`src/rtl/ioexp_pkg.sv`:
```
// Shared widths, idle value and port slicing for the IO-expander input path.
package ioexp_pkg;

    localparam int unsigned IOEXP_W      = 16;
    localparam int unsigned IOEXP_PORT_W = 8;
    localparam int unsigned GLITCH_CNT_W = 8;

    // Pins idle high through board pull-ups
    localparam logic [IOEXP_W-1:0] IOEXP_IDLE = 16'hFFFF;

    // Bit slices shared with the register block: [15:8] -> port 0, [7:0] -> port 1
    localparam int unsigned IOEXP_P0_MSB = 15;
    localparam int unsigned IOEXP_P0_LSB = 8;
    localparam int unsigned IOEXP_P1_MSB = 7;
    localparam int unsigned IOEXP_P1_LSB = 0;

    typedef struct packed {
        logic [IOEXP_PORT_W-1:0] p0;
        logic [IOEXP_PORT_W-1:0] p1;
    } ioexp_ports_t;

    // Saturating increment for the glitch event counter
    function automatic logic [GLITCH_CNT_W-1:0] sat_inc(input logic [GLITCH_CNT_W-1:0] v);
        return (&v) ? v : v + GLITCH_CNT_W'(1);
    endfunction

endpackage

```
`src/rtl/ioexp_debounce_bit.sv`:
```
// One input pin: synchroniser chain, tick-qualified persistence counter and stable flop.
module ioexp_debounce_bit #(
    parameter int unsigned SYNC_STAGES = 2,
    parameter int unsigned DEBOUNCE_MS = 4,
    parameter logic        RESET_BIT   = 1'b1
) (
    input  logic clk,
    input  logic rst,
    input  logic tick,
    input  logic raw,
    output logic stable,
    output logic upd,
    output logic pend,
    output logic glitch
);

    logic [SYNC_STAGES-1:0] sync_q;
    logic                   s;

    assign s = sync_q[SYNC_STAGES-1];

    // Bring the raw pin into clk, idling at the reset level
    always_ff @(posedge clk) begin
        if (rst) sync_q <= {SYNC_STAGES{RESET_BIT}};
        else     sync_q <= {sync_q[SYNC_STAGES-2:0], raw};
    end

    if (DEBOUNCE_MS == 0) begin : g_bypass
        logic tick_unused;
        assign tick_unused = tick;
        assign pend        = 1'b0;
        assign glitch      = 1'b0;

        // No filtering: follow the synchronised sample every cycle
        always_ff @(posedge clk) begin
            if (rst) begin
                stable <= RESET_BIT;
                upd    <= 1'b0;
            end else begin
                stable <= s;
                upd    <= (s != stable);
            end
        end
    end else begin : g_debounce
        localparam int unsigned    CNT_W    = $clog2(DEBOUNCE_MS + 1);
        localparam logic [CNT_W-1:0] CNT_LAST = CNT_W'(DEBOUNCE_MS);

        logic [CNT_W-1:0] cnt_q;
        logic [CNT_W-1:0] cnt_inc;
        logic             accept;

        assign cnt_inc = cnt_q + CNT_W'(1);
        assign accept  = (s != stable) && tick && (cnt_inc == CNT_LAST);
        assign pend    = (cnt_q != '0);
        // Sample fell back to the stable level while a count was running
        assign glitch  = pend && (s == stable);

        // Count ticks while the sample differs; a return to stable always clears
        always_ff @(posedge clk) begin
            if (rst) begin
                stable <= RESET_BIT;
                cnt_q  <= '0;
                upd    <= 1'b0;
            end else begin
                upd <= accept;
                if (s == stable) begin
                    cnt_q <= '0;
                end else if (tick) begin
                    if (accept) begin
                        stable <= s;
                        cnt_q  <= '0;
                    end else begin
                        cnt_q <= cnt_inc;
                    end
                end
            end
        end
    end

endmodule

```
`src/rtl/ioexp_input_debounce.sv`:
```
// 16-pin synchroniser/debouncer feeding the IO-expander input ports.
// Optional glitch log enabled by defining IOEXP_GLITCH_LOG_EN.
module ioexp_input_debounce
    import ioexp_pkg::*;
#(
    parameter int unsigned        SYNC_STAGES = 2,
    parameter int unsigned        DEBOUNCE_MS = 4,
    parameter logic [IOEXP_W-1:0] RESET_VAL   = IOEXP_IDLE
) (
    input  logic                    iClk,
    input  logic                    iRst,
    input  logic                    iClk_1ms,
    input  logic [IOEXP_W-1:0]      iRaw,
    output logic [IOEXP_PORT_W-1:0] oI0,
    output logic [IOEXP_PORT_W-1:0] oI1,
    output logic                    oChange,
    output logic                    oBusy
`ifdef IOEXP_GLITCH_LOG_EN
    ,
    input  logic                    iGlitchClr,
    output logic [IOEXP_W-1:0]      oGlitch,
    output logic [GLITCH_CNT_W-1:0] oGlitchCnt
`endif
);

    logic [1:0]         tsync_q;
    logic               tdly_q;
    logic               tick_c;
    logic [IOEXP_W-1:0] stable_vec;
    logic [IOEXP_W-1:0] upd_vec;
    logic [IOEXP_W-1:0] pend_vec;
    logic [IOEXP_W-1:0] glitch_vec;
    ioexp_ports_t       ports;

    // Synchronise the 1 ms timebase and keep a delayed copy for edge detection
    always_ff @(posedge iClk) begin
        if (iRst) begin
            tsync_q <= '0;
            tdly_q  <= 1'b0;
        end else begin
            tsync_q <= {tsync_q[0], iClk_1ms};
            tdly_q  <= tsync_q[1];
        end
    end

    assign tick_c = tsync_q[1] & ~tdly_q;

    for (genvar b = 0; b < IOEXP_W; b++) begin : g_bit
        ioexp_debounce_bit #(
            .SYNC_STAGES(SYNC_STAGES),
            .DEBOUNCE_MS(DEBOUNCE_MS),
            .RESET_BIT  (RESET_VAL[b])
        ) u_bit (
            .clk   (iClk),
            .rst   (iRst),
            .tick  (tick_c),
            .raw   (iRaw[b]),
            .stable(stable_vec[b]),
            .upd   (upd_vec[b]),
            .pend  (pend_vec[b]),
            .glitch(glitch_vec[b])
        );
    end

    // Stable bits are flops inside each bit slice; this is only wiring
    assign ports = ioexp_ports_t'(stable_vec);
    assign oI0   = ports.p0;
    assign oI1   = ports.p1;

    // Collapse per-bit strobes into single status flags
    always_ff @(posedge iClk) begin
        if (iRst) begin
            oChange <= 1'b0;
            oBusy   <= 1'b0;
        end else begin
            oChange <= |upd_vec;
            oBusy   <= |pend_vec;
        end
    end

`ifdef IOEXP_GLITCH_LOG_EN
    // Sticky per-bit glitch flags and saturating event count; new events beat clear
    always_ff @(posedge iClk) begin
        if (iRst) begin
            oGlitch    <= '0;
            oGlitchCnt <= '0;
        end else if (iGlitchClr) begin
            oGlitch    <= glitch_vec;
            oGlitchCnt <= GLITCH_CNT_W'(|glitch_vec);
        end else begin
            oGlitch <= oGlitch | glitch_vec;
            if (|glitch_vec) oGlitchCnt <= sat_inc(oGlitchCnt);
        end
    end
`else
    logic glitch_unused;
    assign glitch_unused = |glitch_vec;
`endif

endmodule

```
`config.mk`:
```
export PLATFORM = sky130hd
export DESIGN_NAME = ioexp_input_debounce
export DESIGN_NICKNAME = d
export VERILOG_FILES = /design/src/rtl/ioexp_pkg.sv /design/src/rtl/ioexp_debounce_bit.sv /design/src/rtl/ioexp_input_debounce.sv
export SDC_FILE = /design/constraint.sdc
export NUM_CORES = 1
export LEC_CHECK = 0
export ABC_AREA = 1
export BUFFER_PORTS_ARGS = -buffer_cell sky130_fd_sc_hd__buf_2
export CAP_MARGIN = 20
export CELL_PAD_IN_SITES_DETAIL_PLACEMENT = 0
export CELL_PAD_IN_SITES_GLOBAL_PLACEMENT = 1
export CORE_MARGIN = 4
export CORE_UTILIZATION = 30
export DETAILED_ROUTE_END_ITERATION = 6
export MAX_ROUTING_LAYER = met4
export PLACE_DENSITY = 0.64
export SYNTH_ARGS = -nofsm -noshare
export SYNTH_HDL_FRONTEND = slang
export SYNTH_SLANG_ARGS = --single-unit
```
`constraint.sdc`:
```
create_clock -name iClk -period 1.75 [get_ports iClk]
set_clock_uncertainty 0.1 [all_clocks]
set_input_delay 0.2625 -clock iClk [delete_from_list [all_inputs] [get_ports iClk]]
set_output_delay 0.2625 -clock iClk [all_outputs]
set_load 0.01 [all_outputs]
```
==> results.md, run 1 <==
- RSZ-0062 raised after global routing: no
- Hold Path Class: primary input to flop
- Final HPWL DP: 7470 microns
- Max incr delay on CP: 0.38 ns
- Yosys Warn Count: 0
- Critical Path Sink Type: flop
- Die W: 139 microns
- Post-Place Cells: 887
- CTS H-tree lvls: 4
- Yosys cell types: 18
- ANT cells: 0
- Crit path time final: 1.37 ns
- Vias: 3912
- Core outline area: 16800 sq um
- DR vias/cell: 4.18
- Vias in the first global route: 3850
- Sink Count: 117
- CTS resizes: 0
- R2R setup slack: 0.38 ns
- CTS max path bufs: 2
- Final period utilization: 78.3%
- Max-slew violation count: 0
- Clk slew on worst S/H paths: 0.05 ns
- Final RePlAce weighted congestion: 0.714
- Largest net degree at the start of global routing: 51
- Max-cap violations: 0
- Cell family with most CP delay: flip-flops
- Depth of the worst hold-timing path: 2
- Initial core utilization: 30.9%
- DRC viols: 0
- Pleak: 2.44 nW
- Port Buffer Count: 36
- Post-Syn Area: 5180 sq um
- Aggregate negative setup slack: 0 ns
- RR Endpoint: g_bit[3].u_bit.g_debounce.cnt_q[0]
- Share of post-route cells with drive strength above 1: 14.9%
- Power density cells: 1040 nW/um^2
- Global-route wire length before repair: 18100 microns
- Hold EP: tdly_q
- CTS root buf: clkbuf_16
- Pre-antenna DRT Iters: 4
- CP bufs+invs: 1
- Synth Net Count: 728
- CP max-delay cell: dfxtp_1
- Worst setup SP type: flop
- Critical path cell sequence: ha_1 -> ha_1 -> inv_1 -> nor2_1 -> nand2_1 -> nand2_1 -> a21oi_1
- RR Startpoint: g_bit[3].u_bit.g_debounce.cnt_q[0]
- Initial antenna violation count: 0
- Final hold viol count: 0
- CP Class: flop to flop
- TritonCTS clock tree: yes
- ANT nets after route: 0
- Row cnt: 47
- Hold Path Origin: iRst
- Crit-path max FO: 4
- Post-synthesis sequential area ratio: 45.3%
- Syn_area_per_cell: 7.83 sq um
- Die Area: 19400 sq um
- Critical Path Source: g_bit[3].u_bit.g_debounce.cnt_q[0]
- Nets: 770
- Max Clock Freq: 729 MHz
- Top Ports: 37
- Worst vdd ir: 0.000675 V
- # setup viols final: 0
- Worst Tran Pin Value: 0.275 ns
- Slew headroom: 81.6%
- WP data required: 1.94 ns
- Register bit total from synthesis: 117
- Num CTS Buffers: 17
- Outcome: finished clean
- Grt total ovfl: 0
- Post-Syn Instances: 661
- Most frequent cells in the layout: 159 x nand2_1, 117 x dfxtp_1, 90 x nor2_1, 76 x inv_1, 48 x ha_1
- Routed wire length: 10600 microns
- Layout Area Growth over Synthesis: 21.5%
- Non-filler cells, final: 936
- WL per Instance: 11.3 microns
- Worst reg-to-reg path cell count: 7
- Most common cell after layout, fill and taps aside: nand2_1
- Arrival time at the worst endpoint: 1.57 ns
- Skew-Pair Late Insertion Delay: 0.41 ns
- Iteration-0 DRC Markers: 145
- GRT Overall Usage: 12.0%
- Overall die height: 139 microns
repair_timing:
item                                   in CTS  in global routing
setup buffers                               0                  0
setup endpoints to repair                   0                  0
endpoints found under the hold margin      17                  0
hold buffers                               17                  0
per-layer routing:
metal  track usage (%)  part of all wire, %  vias to the layer above
met5                 -                    0                        -
met4              4.63                  1.5                        0
met3              3.43                  3.1                       11
met2              18.8                   46                       51
met1              14.6                   49                     1755
li1                  -                    -                     2095
registers in the layout, indices dropped and copies added, names as in the netlist:
signal and count:
tdly_q 1, oChange 1, g_bit.u_bit.g_debounce.cnt_q 48, tsync_q 2, g_bit.u_bit.upd 16, g_bit.u_bit.sync_q 32
oBusy 1, g_bit.u_bit.stable 16
power breakdown:
part / switching (mW) / internal [mW]
logic: 0.120 / 0.104
registers: 0.0181 / 2.71
clock network: 1.17 / 2.44
worst max path at each step:
stage                                          end  cells after the start  slack, ns
2_1_floorplan               g_bit[15].u_bit.stable                      8       0.52
3_3_place_gp   g_bit[14].u_bit.g_debounce.cnt_q[2]                      7       0.42
3_5_place_dp   g_bit[11].u_bit.g_debounce.cnt_q[0]                      7       0.40
4_1_cts         g_bit[3].u_bit.g_debounce.cnt_q[0]                      7       0.39
5_1_grt         g_bit[2].u_bit.g_debounce.cnt_q[0]                      7       0.26
6_report        g_bit[3].u_bit.g_debounce.cnt_q[0]                      7       0.38
layout make-up:
cell class,count,area [sq um]
clock inverters,10,153
multi-input cells,429,2310
fillers,1729,10500
inverters,77,289
flip-flops and latches,117,2340
repair buffers,61,460
well taps,220,275
clock buffers,22,464
worst reg2reg max path: cells and delay by family (launching register included):
| family | cells | cell delay [ns] |
|---|---|---|
| compound gates | 1 | 0.06 |
| fa+ha+maj | 2 | 0.36 |
| buf+inv | 1 | 0.04 |
| flops | 1 | 0.38 |
| simple gates | 3 | 0.33 |
metrics by stage:
step           power [mW]  area (sq um)  hold WS, ns  utilization (%)  worst slack (ns)
6_report             6.56          6290        0.100             37.5             0.379
3_5_place_dp         2.98          5500        0.296             32.8             0.399
5_1_grt              6.80          6290        0.135             37.5             0.264
2_1_floorplan        2.91          5180        0.266                -             0.520
3_3_place_gp         2.98          5500        0.295             32.8             0.419
4_1_cts              6.67          6290       0.0901             37.5             0.386
cell usage after synthesis:
library cell | number | area (sq um)
inv_2 | 1 | 3.75
xor2_1 | 16 | 140
inv_1 | 76 | 285
nand3_1 | 16 | 80.1
nand4_1 | 3 | 18.8
nand2_2 | 1 | 6.26
or2_2 | 32 | 200
buf_4 | 17 | 128
clkbuf_1 | 6 | 22.5
nor3_1 | 1 | 5.00
buf_6 | 3 | 33.8
a21oi_1 | 47 | 235
buf_2 | 12 | 60.1
nand2_1 | 159 | 597
o21ai_0 | 16 | 80.1
dfxtp_1 | 117 | 2340
nor2_1 | 90 | 338
ha_1 | 48 | 601
cells by family after synthesis:
group,Yosys count,synth area share [%]
AOI/OAI and AO/OA,63,6.09
xor gates and xnor gates,16,2.71
adders and majority gates,48,11.6
buffers and inverters,115,10.3
DFF,117,45.3
and+or+nand+nor,302,24.1
(Power assumes the default switching activity.)
==> inputs of run 2 (changes only) <==
==> constraint.sdc (replaced) <==
create_clock -name iClk -period 1.4 [get_ports iClk]
set_clock_uncertainty 0.1 [all_clocks]
set_input_delay 0.21 -clock iClk [delete_from_list [all_inputs] [get_ports iClk]]
set_output_delay 0.21 -clock iClk [all_outputs]
set_load 0.01 [all_outputs]
==> results.md, run 2 (same netlist as run 1, synthesis figures left out) <==
- Outcome: finished clean (unchanged)
- Design area: 6460 sq um (was 6290 sq um)
- Share of post-route cells with drive strength above 1: 23.3% (was 14.9%)
- CTS H-tree lvls: 4 (unchanged)
- Initial core utilization: 30.9% (unchanged)
- TritonCTS clock tree: yes (unchanged)
- WL per Instance: 11.3 microns (about the same)
- ANT cells: 0 (unchanged)
- Initial antenna violation count: 0 (unchanged)
- Worst vdd ir: 0.000719 V (was 0.000675 V)
- Clk slew on worst S/H paths: 0.05 ns (about the same)
- Final WS setup: 0.0464 ns (was 0.379 ns)
- Most frequent cells in the layout: 148 x nand2_1, 97 x dfxtp_1, 76 x nor2_1, 75 x inv_1, 47 x ha_1 (was 159 x nand2_1, 117 x dfxtp_1, 90 x nor2_1, 76 x inv_1, 48 x ha_1)
- DR vias/cell: 4.24 (was 4.18)
- Row cnt: 47 (unchanged)
- Most flop-heavy register: g_bit.u_bit.g_debounce.cnt_q (unchanged)
- Die Area: 19400 sq um (unchanged)
- Arrival time at the worst endpoint: 1.59 ns (was 1.57 ns)
- Overall die height: 139 microns (unchanged)
- Port Buffer Count: 36 (unchanged)
- DP Area: 5560 sq um (was 5500 sq um)
- Largest net degree at the start of global routing: 33 (was 51)
- Critical Path Sink Type: flop (unchanged)
- Iteration-0 DRC Markers: 161 (was 145)
- Skew-Pair Late Insertion Delay: 0.41 ns (about the same)
- Vias: 4013 (was 3912)
- Final HPWL DP: 7510 microns (was 7470 microns)
- Final period utilization: 96.7% (was 78.3%)
- ANT nets after route: 0 (unchanged)
- Tot Pwr: 8.01 mW (was 6.56 mW)
- GRT Overall Usage: 11.9% (was 12.0%)
- CTS max path bufs: 2 (unchanged)
- # setup viols final: 0 (unchanged)
- Max Clock Freq: 739 MHz (was 729 MHz)
- Num CTS Buffers: 17 (unchanged)
- Grt total ovfl: 0 (unchanged)
- Worst Tran Pin Value: 0.245 ns (was 0.275 ns)
- Vias in the first global route: 3882 (was 3850)
- Max reg flops: 48 (unchanged)
- Max-slew violation count: 0 (unchanged)
- Max incr delay on CP: 0.33 ns (was 0.38 ns)
- Global-route wire length before repair: 18200 microns (was 18100 microns)
- CTS root buf: clkbuf_16 (unchanged)
- Worst setup SP type: flop (unchanged)
- Final hold viol count: 0 (unchanged)
- Non-filler cells, final: 946 (was 936)
- Pre-antenna DRT Iters: 6 (was 4)
- Routed wire length: 10700 microns (was 10600 microns)
- Pre-CTS setup slack: 0.0513 ns (was 0.399 ns)
- Post-Place Cells: 895 (was 887)
- Most common cell after layout, fill and taps aside: nand2_1 (unchanged)
- Final RePlAce weighted congestion: 0.789 (was 0.714)
- Regs by FF count: g_bit.u_bit.g_debounce.cnt_q: 48 flops, g_bit.u_bit.sync_q: 32 flops (unchanged)
- Core outline area: 16800 sq um (unchanged)
- Layout Area Growth over Synthesis: 24.9% (was 21.5%)
- Aggregate negative setup slack: 0 ns (unchanged)
- Nets: 782 (was 770)
- WP data required: 1.64 ns (was 1.94 ns)
- Sink Count: 117 (unchanged)
- CP Class: flop to flop (unchanged)
- DRC viols: 0 (unchanged)
- Top Ports: 37 (unchanged)
- Slew headroom: 83.6% (was 81.6%)
- Pleak: 2.50 nW (was 2.44 nW)
- Crit path time final: 1.35 ns (was 1.37 ns)
- CP max-delay cell: dfxtp_2 (was dfxtp_1)
- Critical path cell sequence: ha_1 -> ha_1 -> inv_1 -> nor2_1 -> nand2_1 -> nand2_1 -> a21oi_2 (was ha_1 -> ha_1 -> inv_1 -> nor2_1 -> nand2_1 -> nand2_1 -> a21oi_1)
- Crit-path max FO: 4 (unchanged)
- Hold Path Class: primary input to flop (unchanged)
- Max-cap violations: 0 (unchanged)
- Power density cells: 1240 nW/um^2 (was 1040 nW/um^2)
- Die W: 139 microns (unchanged)
## run 2: changes by cell type in the layout (fill, tap and decap cells not counted), moves of 11 or more
cell / change
nand2_1: -11
nor2_2: +14
buf_4: +11
dfxtp_2: +19
dfxtp_1: -20
nor2_1: -14
nand2_2: +12
## run 2: metal layers
metal,global-route usage (%),vias up,part of all wire [%]
li1,-,2125,-
met1,14.8,1821,48
met2,18.3,45,47
met3,2.81,22,2.9
met4,5.87,0,2.7
met5,-,-,0
## run 2: power breakdown
part	internal, mW	switching [mW]	total (mW)
combinational	0.146	0.160	0.306
clock	2.88	1.42	4.29
sequential	3.39	0.0232	3.41
total	6.41	1.60	8.01
## run 2: path summary, 6_finish.rpt
kind,from,endpoint,slack (ns),depth (start not counted)
min reg2reg,g_bit[6].u_bit.sync_q[0],g_bit[6].u_bit.sync_q[1],0.31,1
min,iRst,tsync_q[1],0.13,3
max reg2reg,g_bit[1].u_bit.g_debounce.cnt_q[0],g_bit[1].u_bit.g_debounce.cnt_q[0],0.05,7
max,g_bit[1].u_bit.g_debounce.cnt_q[0],g_bit[1].u_bit.g_debounce.cnt_q[0],0.05,7
## run 2: per-stage QoR
step	util, %	hold WS (ns)
floorplan	-	0.214
global placement	33.2	0.291
finish	38.6	0.128
global route	38.6	0.144
detailed placement	33.2	0.293
CTS	37.7	0.121
## run 2: worst max-delay path, delay by kind of cell (launching register included)
family          cells  cell delay [ns]
compound gates      1             0.13
flops               1             0.33
buf+inv             1             0.06
simple gates        3             0.27
fa+ha+maj           2             0.38
## run 2: cell type report
cell class | count | area (sq um)
Clock buffer | 27 | 523
Sequential cell | 117 | 2370
Fill cell | 1724 | 10300
Inverter | 77 | 289
Timing Repair Buffer | 72 | 543
Clock inverter | 3 | 65.1
Multi-Input combinational cell | 430 | 2400
Tap cell | 220 | 275
## run 2: timing repair
| action | in CTS | in global routing |
|---|---|---|
| setup buffers | 0 | 3 |
| gates resized for setup | 0 | 54 |
| hold buffers | 17 | 0 |
| endpoints found under the setup margin | 0 | 38 |
| hold endpoints to repair | 17 | 0 |
==> inputs of run 3 (changes only) <==
--- a/config.mk
+++ b/config.mk
@@ -8,13 +8,15 @@
 export ABC_AREA = 1
 export BUFFER_PORTS_ARGS = -buffer_cell sky130_fd_sc_hd__buf_2
 export CAP_MARGIN = 20
-export CELL_PAD_IN_SITES_DETAIL_PLACEMENT = 0
-export CELL_PAD_IN_SITES_GLOBAL_PLACEMENT = 1
+export CELL_PAD_IN_SITES_DETAIL_PLACEMENT = 1
+export CELL_PAD_IN_SITES_GLOBAL_PLACEMENT = 2
+export CORE_ASPECT_RATIO = 1.1
 export CORE_MARGIN = 4
 export CORE_UTILIZATION = 30
 export DETAILED_ROUTE_END_ITERATION = 6
 export MAX_ROUTING_LAYER = met4
-export PLACE_DENSITY = 0.64
+export PLACE_DENSITY = 0.75
+export SLEW_MARGIN = 20
 export SYNTH_ARGS = -nofsm -noshare
 export SYNTH_HDL_FRONTEND = slang
 export SYNTH_SLANG_ARGS = --single-unit
==> results.md, run 3 (same netlist as run 1, synthesis figures left out) <==
- Outcome: finished clean (unchanged)
- Hold Path Origin: iRst (unchanged)
- Worst vdd ir: 0.000799 V (was 0.000719 V)
- P_int: 6.84 mW (was 6.41 mW)
- Final hold viol count: 0 (unchanged)
- CTS root buf: clkbuf_16 (unchanged)
- DP Area: 5570 sq um (was 5560 sq um)
- Vias: 4130 (was 4013)
- Pre-CTS setup slack: 0.00969 ns (was 0.0513 ns)
- Grt met1 use: 14.7% (was 14.8%)
- Clock network fraction of total power: 56.0% (was 53.6%)
- CP max-delay cell: dfxtp_2 (unchanged)
- Max-cap violations: 0 (unchanged)
- Initial antenna violation count: 0 (unchanged)
- Port Buffer Count: 36 (unchanged)
- Power density cells: 1280 nW/um^2 (was 1240 nW/um^2)
- Final HPWL DP: 8220 microns (was 7510 microns)
- Clk slew on worst S/H paths: 0.05 ns (about the same)
- # setup viols final: 0 (unchanged)
- Most flop-heavy register: g_bit.u_bit.g_debounce.cnt_q (unchanged)
- Core outline area: 17000 sq um (was 16800 sq um)
- RR Endpoint: g_bit[7].u_bit.g_debounce.cnt_q[2] (was g_bit[1].u_bit.g_debounce.cnt_q[0])
- Most common cell after layout, fill and taps aside: nand2_1 (unchanged)
- Register share of total power: 40.0% (was 42.6%)
- Top Ports: 37 (unchanged)
- Row cnt: 50 (was 47)
- ANT nets after route: 0 (unchanged)
- Max-slew violation count: 0 (unchanged)
- Layout Area Growth over Synthesis: 29.0% (was 24.9%)
- Met2 global-route usage: 22.1% (was 18.3%)
- Pleak: 2.58 nW (was 2.50 nW)
- Share of post-route cells with drive strength above 1: 25.1% (was 23.3%)
- ANT cells: 0 (unchanged)
- # fillers: 2020 (was 1724)
- Crit-path max FO: 4 (unchanged)
- DR vias/cell: 4.28 (was 4.24)
- Worst Tran Pin Value: 0.232 ns (was 0.245 ns)
- Design area: 6680 sq um (was 6460 sq um)
- Net Sw Frac: 19.7% (was 20.0%)
- WL per Instance: 12.5 microns (was 11.3 microns)
- Hold EP: g_bit[9].u_bit.upd (was tsync_q[1])
- Cell family with most CP delay: flip-flops (was adder cells)
- Vias in the first global route: 4264 (was 3882)
- Routed wire length: 12100 microns (was 10700 microns)
- Arrival time at the worst endpoint: 1.53 ns (was 1.59 ns)
- Skew-Pair Late Insertion Delay: 0.42 ns (was 0.41 ns)
- Critical Path Sink Type: flop (unchanged)
- Grt total ovfl: 0 (unchanged)
- Final WS setup: 0.0676 ns (was 0.0464 ns)
- Max Clock Freq: 751 MHz (was 739 MHz)
- RR Startpoint: g_bit[7].u_bit.g_debounce.cnt_q[0] (was g_bit[1].u_bit.g_debounce.cnt_q[0])
- WP data required: 1.60 ns (was 1.64 ns)
- Num CTS Buffers: 17 (unchanged)
- Comb pwr share: 4.0% (was 3.8%)
- DRC viols: 0 (unchanged)
- Die W: 133 microns (was 139 microns)
- Crit path time final: 1.33 ns (was 1.35 ns)
- CTS max path bufs: 2 (unchanged)
- Initial core utilization: 30.5% (was 30.9%)
- Area occupied by multi-input gates: 2420 sq um (was 2400 sq um)
- Worst setup SP type: flop (unchanged)
- Depth of the worst hold-timing path: 3 (unchanged)
- Hold Path Class: primary input to flop (unchanged)
- Pre-antenna DRT Iters: 4 (was 6)
- Overall die height: 146 microns (was 139 microns)
- Aggregate negative setup slack: 0 ns (unchanged)
- Met3 Use GR: 4.08% (was 2.81%)
- GRT Overall Usage: 13.2% (was 11.9%)
- Max incr delay on CP: 0.35 ns (was 0.33 ns)
- Critical path cell sequence: ha_2 -> ha_1 -> inv_1 -> nor2_2 -> nand2_2 -> nand2_1 -> a21oi_1 (was ha_1 -> ha_1 -> inv_1 -> nor2_1 -> nand2_1 -> nand2_1 -> a21oi_2)
- Worst reg-to-reg path cell count: 7 (unchanged)
- Slew headroom: 84.5% (was 83.6%)
- Largest net degree at the start of global routing: 33 (unchanged)
- TritonCTS clock tree: yes (unchanged)
- Final RePlAce weighted congestion: 0.740 (was 0.789)
- Max reg flops: 48 (unchanged)
- CP bufs+invs: 1 (unchanged)
- CTS H-tree lvls: 4 (unchanged)
- Nets: 786 (was 782)
- Most frequent cells in the layout: 146 x nand2_1, 97 x dfxtp_1, 73 x inv_1, 73 x nor2_1, 47 x ha_1 (was 148 x nand2_1, 97 x dfxtp_1, 76 x nor2_1, 75 x inv_1, 47 x ha_1)
- Final period utilization: 95.2% (was 96.7%)
- Switching power: 1.68 mW (was 1.60 mW)
- CP Class: flop to flop (unchanged)
- Regs by FF count: g_bit.u_bit.g_debounce.cnt_q: 48 flops, g_bit.u_bit.sync_q: 32 flops (unchanged)
- R2R setup slack: 0.07 ns (was 0.05 ns)
- Iteration-0 DRC Markers: 93 (was 161)
- Sink Count: 117 (unchanged)
- Global-route wire length before repair: 19900 microns (was 18200 microns)
- FF/Latch Area: 2370 sq um (unchanged)
- Worst hold margin: 0.122 ns (was 0.128 ns)
- Most Crowded Layer GR: met2 (unchanged)
- Die Area: 19400 sq um (about the same)
-- run 3: cell count changes in the layout (fill, tap and decap cells not counted), sizes merged --
cell	before	now
bufinv	2	5
buf	55	57
clkbuf	27	25
clkinv	1	3
clkinvlp	0	1
-- run 3: metrics by stage --
step	util, %	std cells	power [mW]
floorplan	-	661	3.63
global placement	32.9	906	3.73
detailed placement	32.9	906	3.74
CTS	37.7	955	8.62
global route	39.4	966	8.85
finish	39.4	966	8.52
-- run 3: routing by layer --
| layer | vias to the layer above | routed length, microns |
|---|---|---|
| li1 | 2133 | - |
| met1 | 1935 | 5450 |
| met2 | 40 | 6020 |
| met3 | 22 | 380 |
| met4 | 0 | 233 |
| met5 | - | 0 |
-- run 3: worst max-delay path by stage --
stage / start / to / slack, ns / cells after the start
3_3_place_gp: tsync_q[1] / g_bit[1].u_bit.g_debounce.cnt_q[2] / 0.06 / 6
4_1_cts: tsync_q[1] / g_bit[4].u_bit.g_debounce.cnt_q[2] / 0.002 / 6
6_report: g_bit[7].u_bit.g_debounce.cnt_q[0] / g_bit[7].u_bit.g_debounce.cnt_q[2] / 0.07 / 7
3_5_place_dp: tsync_q[1] / g_bit[4].u_bit.g_debounce.cnt_q[2] / 0.01 / 6
5_1_grt: g_bit[15].u_bit.g_debounce.cnt_q[0] / g_bit[15].u_bit.stable / -0.03 / 8
2_1_floorplan: g_bit[15].u_bit.g_debounce.cnt_q[0] / g_bit[15].u_bit.stable / 0.17 / 8
-- run 3: cell type report --
type / count / share of cell area, %
Sequential cell: 117 / 35.5
Tap cell: 234 / 4.39
Clock inverter: 9 / 2.59
Inverter: 77 / 4.37
Clock buffer: 23 / 7.16
Multi-Input combinational cell: 430 / 36.2
Timing Repair Buffer: 76 / 9.78
-- run 3: repair_timing --
item	CTS	global route
pin swaps	0	5
setup endpoints to repair	1	47
hold buffers	17	0
hold endpoints to repair	17	0
setup buffers	0	8
gates resized for setup	1	66
gates cloned	0	3
-- run 3: worst reg2reg max path: stages, from the launching register on --
cell	delay, ns
dfxtp_2	0.35
ha_2	0.19
ha_1	0.14
inv_1	0.05
nor2_2	0.14
nand2_2	0.10
nand2_1	0.09
a21oi_1	0.06
-- run 3: power groups by stage --
stage	logic, mW	registers [mW]	clock network (mW)
after floorplan	0.161	3.47	0
after global placement	0.257	3.47	0
after CTS	0.302	3.41	4.91
after global routing	0.382	3.41	5.06
after detailed placement	0.264	3.48	0
final	0.339	3.41	4.77
